===== src/rtl/pong_game_controller.sv =====
// Pong game sequencer: one-hot game state, per-player scoring, serve pause timing
// and start/restart button handling. Every output is driven straight from a flop.
module pong_game_controller #(
  parameter int unsigned WIN_SCORE   = 7,
  parameter int unsigned SERVE_DELAY = 25_000_000,
  parameter int unsigned TIMER_W     = 26
) (
  input  logic       clk,
  input  logic       reset,
  input  logic       btnC,
  input  logic       player_1_point,
  input  logic       player_2_point,
  output logic [3:0] state,
  output logic [3:0] player_1_score,
  output logic [3:0] player_2_score,
  output logic [1:0] winner
);

  typedef enum logic [3:0] {
    NEW_GAME  = 4'b0001,
    PLAY      = 4'b0010,
    NEW_BALL  = 4'b0100,
    GAME_OVER = 4'b1000
  } state_e;

  localparam logic [3:0]         WIN        = 4'(WIN_SCORE);
  localparam logic [TIMER_W-1:0] SERVE_LAST = TIMER_W'(SERVE_DELAY - 1);

  state_e             state_q, state_d;
  logic [3:0]         p1_score_q, p1_score_d;
  logic [3:0]         p2_score_q, p2_score_d;
  logic [1:0]         winner_q, winner_d;
  logic [TIMER_W-1:0] timer_q, timer_d;
  logic [2:0]         sync_q, sync_d;
  logic               start;

  // sync_q[0]/[1] form the metastability synchroniser; sync_q[2] delays for edge detect.
  assign sync_d = {sync_q[1:0], btnC};
  assign start  = sync_q[1] & ~sync_q[2];

  always_comb begin
    state_d    = state_q;
    p1_score_d = p1_score_q;
    p2_score_d = p2_score_q;
    winner_d   = winner_q;
    timer_d    = '0;
    case (state_q)
      NEW_GAME: begin
        p1_score_d = '0;
        p2_score_d = '0;
        winner_d   = '0;
        if (start) state_d = PLAY;
      end
      PLAY: begin
        if (player_1_point && !player_2_point) begin
          p1_score_d = p1_score_q + 4'd1;
          if (p1_score_d == WIN) begin
            state_d  = GAME_OVER;
            winner_d = 2'b01;
          end else begin
            state_d = NEW_BALL;
          end
        end else if (player_2_point && !player_1_point) begin
          p2_score_d = p2_score_q + 4'd1;
          if (p2_score_d == WIN) begin
            state_d  = GAME_OVER;
            winner_d = 2'b10;
          end else begin
            state_d = NEW_BALL;
          end
        end else if (player_1_point && player_2_point) begin
          state_d = NEW_BALL;
        end
      end
      NEW_BALL: begin
        if (timer_q == SERVE_LAST) state_d = PLAY;
        else                       timer_d = timer_q + 1'b1;
      end
      GAME_OVER: begin
        if (start) begin
          state_d    = NEW_GAME;
          p1_score_d = '0;
          p2_score_d = '0;
          winner_d   = '0;
        end
      end
      default: begin
        state_d    = NEW_GAME;
        p1_score_d = '0;
        p2_score_d = '0;
        winner_d   = '0;
      end
    endcase
  end

  always_ff @(posedge clk) begin
    if (reset) begin
      state_q    <= NEW_GAME;
      p1_score_q <= '0;
      p2_score_q <= '0;
      winner_q   <= '0;
      timer_q    <= '0;
      sync_q     <= '0;
    end else begin
      state_q    <= state_d;
      p1_score_q <= p1_score_d;
      p2_score_q <= p2_score_d;
      winner_q   <= winner_d;
      timer_q    <= timer_d;
      sync_q     <= sync_d;
    end
  end

  assign state          = state_q;
  assign player_1_score = p1_score_q;
  assign player_2_score = p2_score_q;
  assign winner         = winner_q;

endmodule


===== config.mk =====
export PLATFORM = sky130hd
export DESIGN_NAME = pong_game_controller
export DESIGN_NICKNAME = d
export VERILOG_FILES = /design/src/rtl/pong_game_controller.sv
export SDC_FILE = /design/constraint.sdc
export NUM_CORES = 1
export LEC_CHECK = 0
export CORE_MARGIN = 2
export CORE_UTILIZATION = 45
export DETAILED_ROUTE_END_ITERATION = 8
export PLACE_DENSITY = 0.67
export SLEW_MARGIN = 20
export SYNTH_ARGS = -nofsm -noshare
export SYNTH_HDL_FRONTEND = slang
export SYNTH_SLANG_ARGS = --single-unit

===== constraint.sdc =====
create_clock -name clk -period 1.8 [get_ports clk]
set_clock_uncertainty 0.2 [all_clocks]
set_input_delay 0.27 -clock clk [delete_from_list [all_inputs] [get_ports clk]]
set_output_delay 0.27 -clock clk [all_outputs]
set_load 0.005 [all_outputs]

Yosys cells after proc, flatten, opt, wreduce, memory -nomap -nowiden:

Cells that the tools add are included.

* bits in registers: 43
* bits in latches: 0
* memory bits (writable): 0
* memory bits (read-only): 0
* input bits: 5
* output and inout port bits: 14
* word-level logic and storage cells: 60
* memories kept: 0

* add/subtract/negate cells: 3
* multipliers: 0
* divide/modulo/power cells: 0
* magnitude comparators: 0
* eq/ne operators: 17
* shift-type cells: 0
* multiplexer cells: 21
* bitwise logic cells: 3
* reduce and logical (&&, ||, !) cells: 10

Operators with widths (count)
* two-way mux 4 bit: 12
* adder 26 x 1 -> 26 bit (second input constant): 1
* == test 26 x 25 -> 1 bit (second input constant): 1
* case mux 4 bit (3 select lines): 2
* case mux 4 bit (4 select lines): 1
* == test 4 x 3 -> 1 bit (second input constant): 3
* inequality test 2 bit (second input constant): 6
* two-way mux 2 bit: 5
* inequality test 3 bit (second input constant): 3
* adder 4 x 1 -> 4 bit (second input constant): 2
* AND reduction 4 bit: 2
* case mux 2 bit (3 select lines): 1
* AND reduction 5 bit: 1
* == test 4 x 1 -> 1 bit (second input constant): 1
* == test 4 x 2 -> 1 bit (second input constant): 1
* == test 4 bit (second input constant): 1
* inequality test 4 bit (second input constant): 1
* logical AND 1 bit: 3
* AND reduction 3 bit: 1
* OR reduction 3 bit: 1
* logical NOT 1 bit: 2
* NOT 1 bit: 2
* bitwise AND 1 bit: 1

Depth between registers and ports, before layout:

* depth in word-level cells: 6
* gate-level depth with buffers: 8
* gate-level depth less buffers: 7

Worst setup path after synthesis:

No wires, ideal clock.

* path kind: reg-to-reg
* from: reg state_q[3] (netlist: state[3])
* to: reg winner_q[0] (netlist: winner[0])
* library setup time: 75 ps
* arrival time: 1595 ps
* required time: 1525 ps
* slack: -69 ps
* stages on the path, launching flop included: 5
* path buffers: 1
* period minus slack after synthesis: 1869 ps
* cell sequence: dfxtp_1 or4b_1 clkbuf_1 or4_1 o22ai_1

* word-level cells in the longest chain between the ends: 3
* elaborated cells between the ends (all ways): 10
* those cells by class: eq/ne: 7; mux: 1; bitwise: 1; reduce/logical: 1

Ends and longest elaborated chain
* start, declared: RTL line 29 `state_e state_q, state_d;`
* start signal, assigned: RTL line 105 `state_q <= state_d;`
* == test 4 x 2 -> 1 bit (tied with other cells): RTL line 47 `case (state_q)`
* inequality test 3 bit (no source line) (tied with other cells)
* AND reduction 5 bit (no source line)
* end signal, assigned: RTL line 108 `winner_q <= winner_d;`
* end, declared: RTL line 32 `logic [1:0] winner_q, winner_d;`

Several ways; a longest one is shown, not always the timed one.
A chain may end at the register's enable or synchronous reset.

Final worst setup path:

* from: reg state_q[1] (netlist: state[1])
* to: reg winner_q[1] (netlist: winner[1])

Same word-level chain as after synthesis.

==> flow_summary.yaml <==
floorplan:
  die_y_um: 73.3
  start_util: 0.461
  rows: 25
  core-area_mm2: 0.00469
  io_pins: 19
  die_w_um: 73.3
  dieArea_mm2: 0.00538
power_and_ir_drop:
  leakage_uw: 0.00123
  ir_drop_mv: 0.535
  p_per_area_mw_per_mm2: 607
  totalPowerFinal_uw: 1920
global_route:
  grt_pass1_wl_um: 8360
  grt.total_usage: 0.200
  grt_overflow: 0
  grt_max_degree: 21
  antenna_found_initial: 0
  grt_pass1_vias: 1866
placed_design:
  placedCellCount: 371
  dpl-instance-area_mm2: 0.00282
  pre_cts_ws_ns: -0.409
  finalWeightedCongestion: 0.861
  post-dp-hpwl_um: 3530
  io_buffers: 18
logic_synthesis:
  synthArstFlopShare: 0
  synth_fa_ha_area_frac: 0.0463
  yosysWarningCount: 0
  synth_top_family_by_area: "simple AND/OR/NAND/NOR gates"
  syn_area_per_cell_um2: 8.51
  ys_types: 45
  synth_seq_cells: 43
  synth_nets: 267
  synth_ff_type: "dfxtp_1"
  yosys.area_share.simple: 0.302
  synth_mux_area_frac: 0.0185
  yosys.area_share.xor_xnor: 0.0972
  syn_area_mm2: 0.00216
  syn-instance-count: 254
  synth-seq-area-share: 0.398
  synth_edf_count: 0
  synth_compound_area_frac: 0.105
cells_and_area:
  nFillCells: 374
  syn_to_final_growth_pct: 46.0
  utilization: 0.673
  regArea_um2: 881
  final_cells: 383
  stdcell_area_mm2: 0.00316
  finalNetCount: 341
  insertedDiodeCount: 0
  drive_gt1_frac: 0.340
  multi_input_area_mm2: 0.00139
worst_hold_path:
  min_path_type: "flip-flop to flip-flop"
timing:
  rsz0062_at_grt: "yes"
  setup_viol: 8
  worst_pin_slew_ns: 0.326
  relSlewSlack: 0.782
  period_minus_slack_ns: 1.82
  slew_violations: 0
  fin_ws_ns: -0.0181
  timing.fmax_mhz: 550
  finalHoldViolations: 0
  min_period_over_period: 1.01
detailed_routing:
  drt-vias-per-instance: 5.22
  routed_wl_um: 5000
  drtIter0Drc: 103
  drcViolationCount: 0
  routed-via-count: 2001
  drtPass1Iterations: 4
  routedWlPerCell_um: 13.1
  detail-route-antenna-nets: 0
critical_path:
  reg2reg_slack_ns: -0.02
  crit_fanout: 8
  endpoint_kind: "flip-flop"
  critPathKind: "flip-flop to flip-flop"
  crit_path_start_kind: "flip-flop"
  crit_arrival_ns: 1.82
  crit_required_ns: 1.81
cts:
  cts_tree: "yes"
  ctsLongestPathBuffers: 2
  clkTransAtPathRegs_ns: 0.09
  worstSkewPairLatency_ns: 0.31
  cts_sinks: 43
  htreeDepth: 2
  cts_root_buffer: "clkbuf_8"
  cts_buffers: 5
flow_run:
  maxCapViolCount: 0
status:
  status: "finished with violations"
  violations: "negative setup slack"
==> cell families after synthesis <==
family	after synthesis
AND/OR/NAND/NOR	121
flip-flops	43
AO/OA/AOI/OAI	36
XOR/XNOR	24
buffers and inverters	18
adder cells (fa/ha/maj)	8
multiplexers	4
==> Yosys cell counts, types with 2 or more instances <==
library cell,number,share of area
buf_2,3,0.0069
or4_1,3,0.010
nor3_1,5,0.012
a21oi_1,10,0.023
dfxtp_1,43,0.40
and3_1,4,0.012
clkbuf_1,6,0.010
and4_1,4,0.016
xnor2_1,9,0.036
o22ai_1,2,0.0058
nor4_2,2,0.012
o21ai_0,10,0.023
nand3_1,16,0.037
nand2_1,13,0.023
nand4_1,7,0.020
nand2b_1,4,0.012
nor2_1,40,0.069
or3_1,4,0.012
inv_1,9,0.016
mux2i_1,4,0.019
nor2b_1,10,0.029
o31ai_1,2,0.0069
ha_1,8,0.046
xor2_1,15,0.061
==> where the power goes <==
| part | leakage (µW) | switching [µW] | internal [µW] |
|---|---|---|---|
| sequential | 0.000353 | 2.12 | 951 |
| combinational | 0.000808 | 36.9 | 40.3 |
| clock | 0.0000654 | 331 | 554 |
| total | 0.00123 | 370 | 1550 |
==> cell usage in the layout, fill, tap and decap left out, drive strengths merged, types with 5 or more instances in the layout <==
cell type	instances
xor2	15
nor3	5
a21oi	10
nand2	13
nor2	40
nand4	8
dfxtp	43
xnor2	9
nand3	16
clkbuf	6
clkdlybuf4s50	13
nor2b	10
buf	58
o21ai	11
inv	9
ha	8
==> final cells by class <==
cell class,count,area share
clock buffer,6,0.0230
sequential,43,0.279
inverter,9,0.0115
timing repair buffer,76,0.206
clock inverter,2,0.0190
multi-input combinational,193,0.440
tap,54,0.0214
==> per-stage QoR <==
stage / setup TNS [ns] / hold slack [ns]
after global placement: -2.23 / 0.233
final: -0.0539 / 0.238
after CTS: 0 / 0.254
after global routing: -1.24 / 0.258
after detailed placement: -2.77 / 0.229
after floorplan: -0.0190 / 0.198
==> path summary, 6_finish.rpt <==
check | startpoint | end | depth (start not counted)
worst min-delay path | timer_q[0]$_SDFF_PP0_ | timer_q[0]$_SDFF_PP0_ | 1
worst min register to register | timer_q[0]$_SDFF_PP0_ | timer_q[0]$_SDFF_PP0_ | 1
worst max register to register | state[1]$_SDFFE_PP0P_ | winner[1]$_SDFFE_PP0P_ | 5
worst max-delay path | state[1]$_SDFFE_PP0P_ | winner[1]$_SDFFE_PP0P_ | 5
==> critical path: stages, from the launching register on <==
cell       delay, ns
dfxtp_2         0.33
buf_4           0.13
or2_2           0.38
o21bai_4        0.21
mux2i_1         0.11
a2111oi_2       0.36
==> routing by layer <==
layer  vias up  part of all wire  global-route usage
met5         -                 0                   0
met4         0             0.019              0.0848
met3         9             0.022              0.0329
met2        25              0.46               0.314
met1       930              0.50               0.271
li1       1037                 -                   -
==> sequential cells by signal, summed over array words and instances, names as in the netlist <==
| name | cells |
|---|---|
| winner | 2 |
| timer_q | 26 |
| player_2_score | 4 |
| sync_q | 3 |
| player_1_score | 4 |
| state | 4 |
==> timing repair <==
action,CTS,global route
hold buffers,0,0
setup endpoints to repair,32,36
setup buffers,2,2
resized for setup,20,31
pin swaps,7,9
Note: power is estimated with default switching activity, not from simulation.
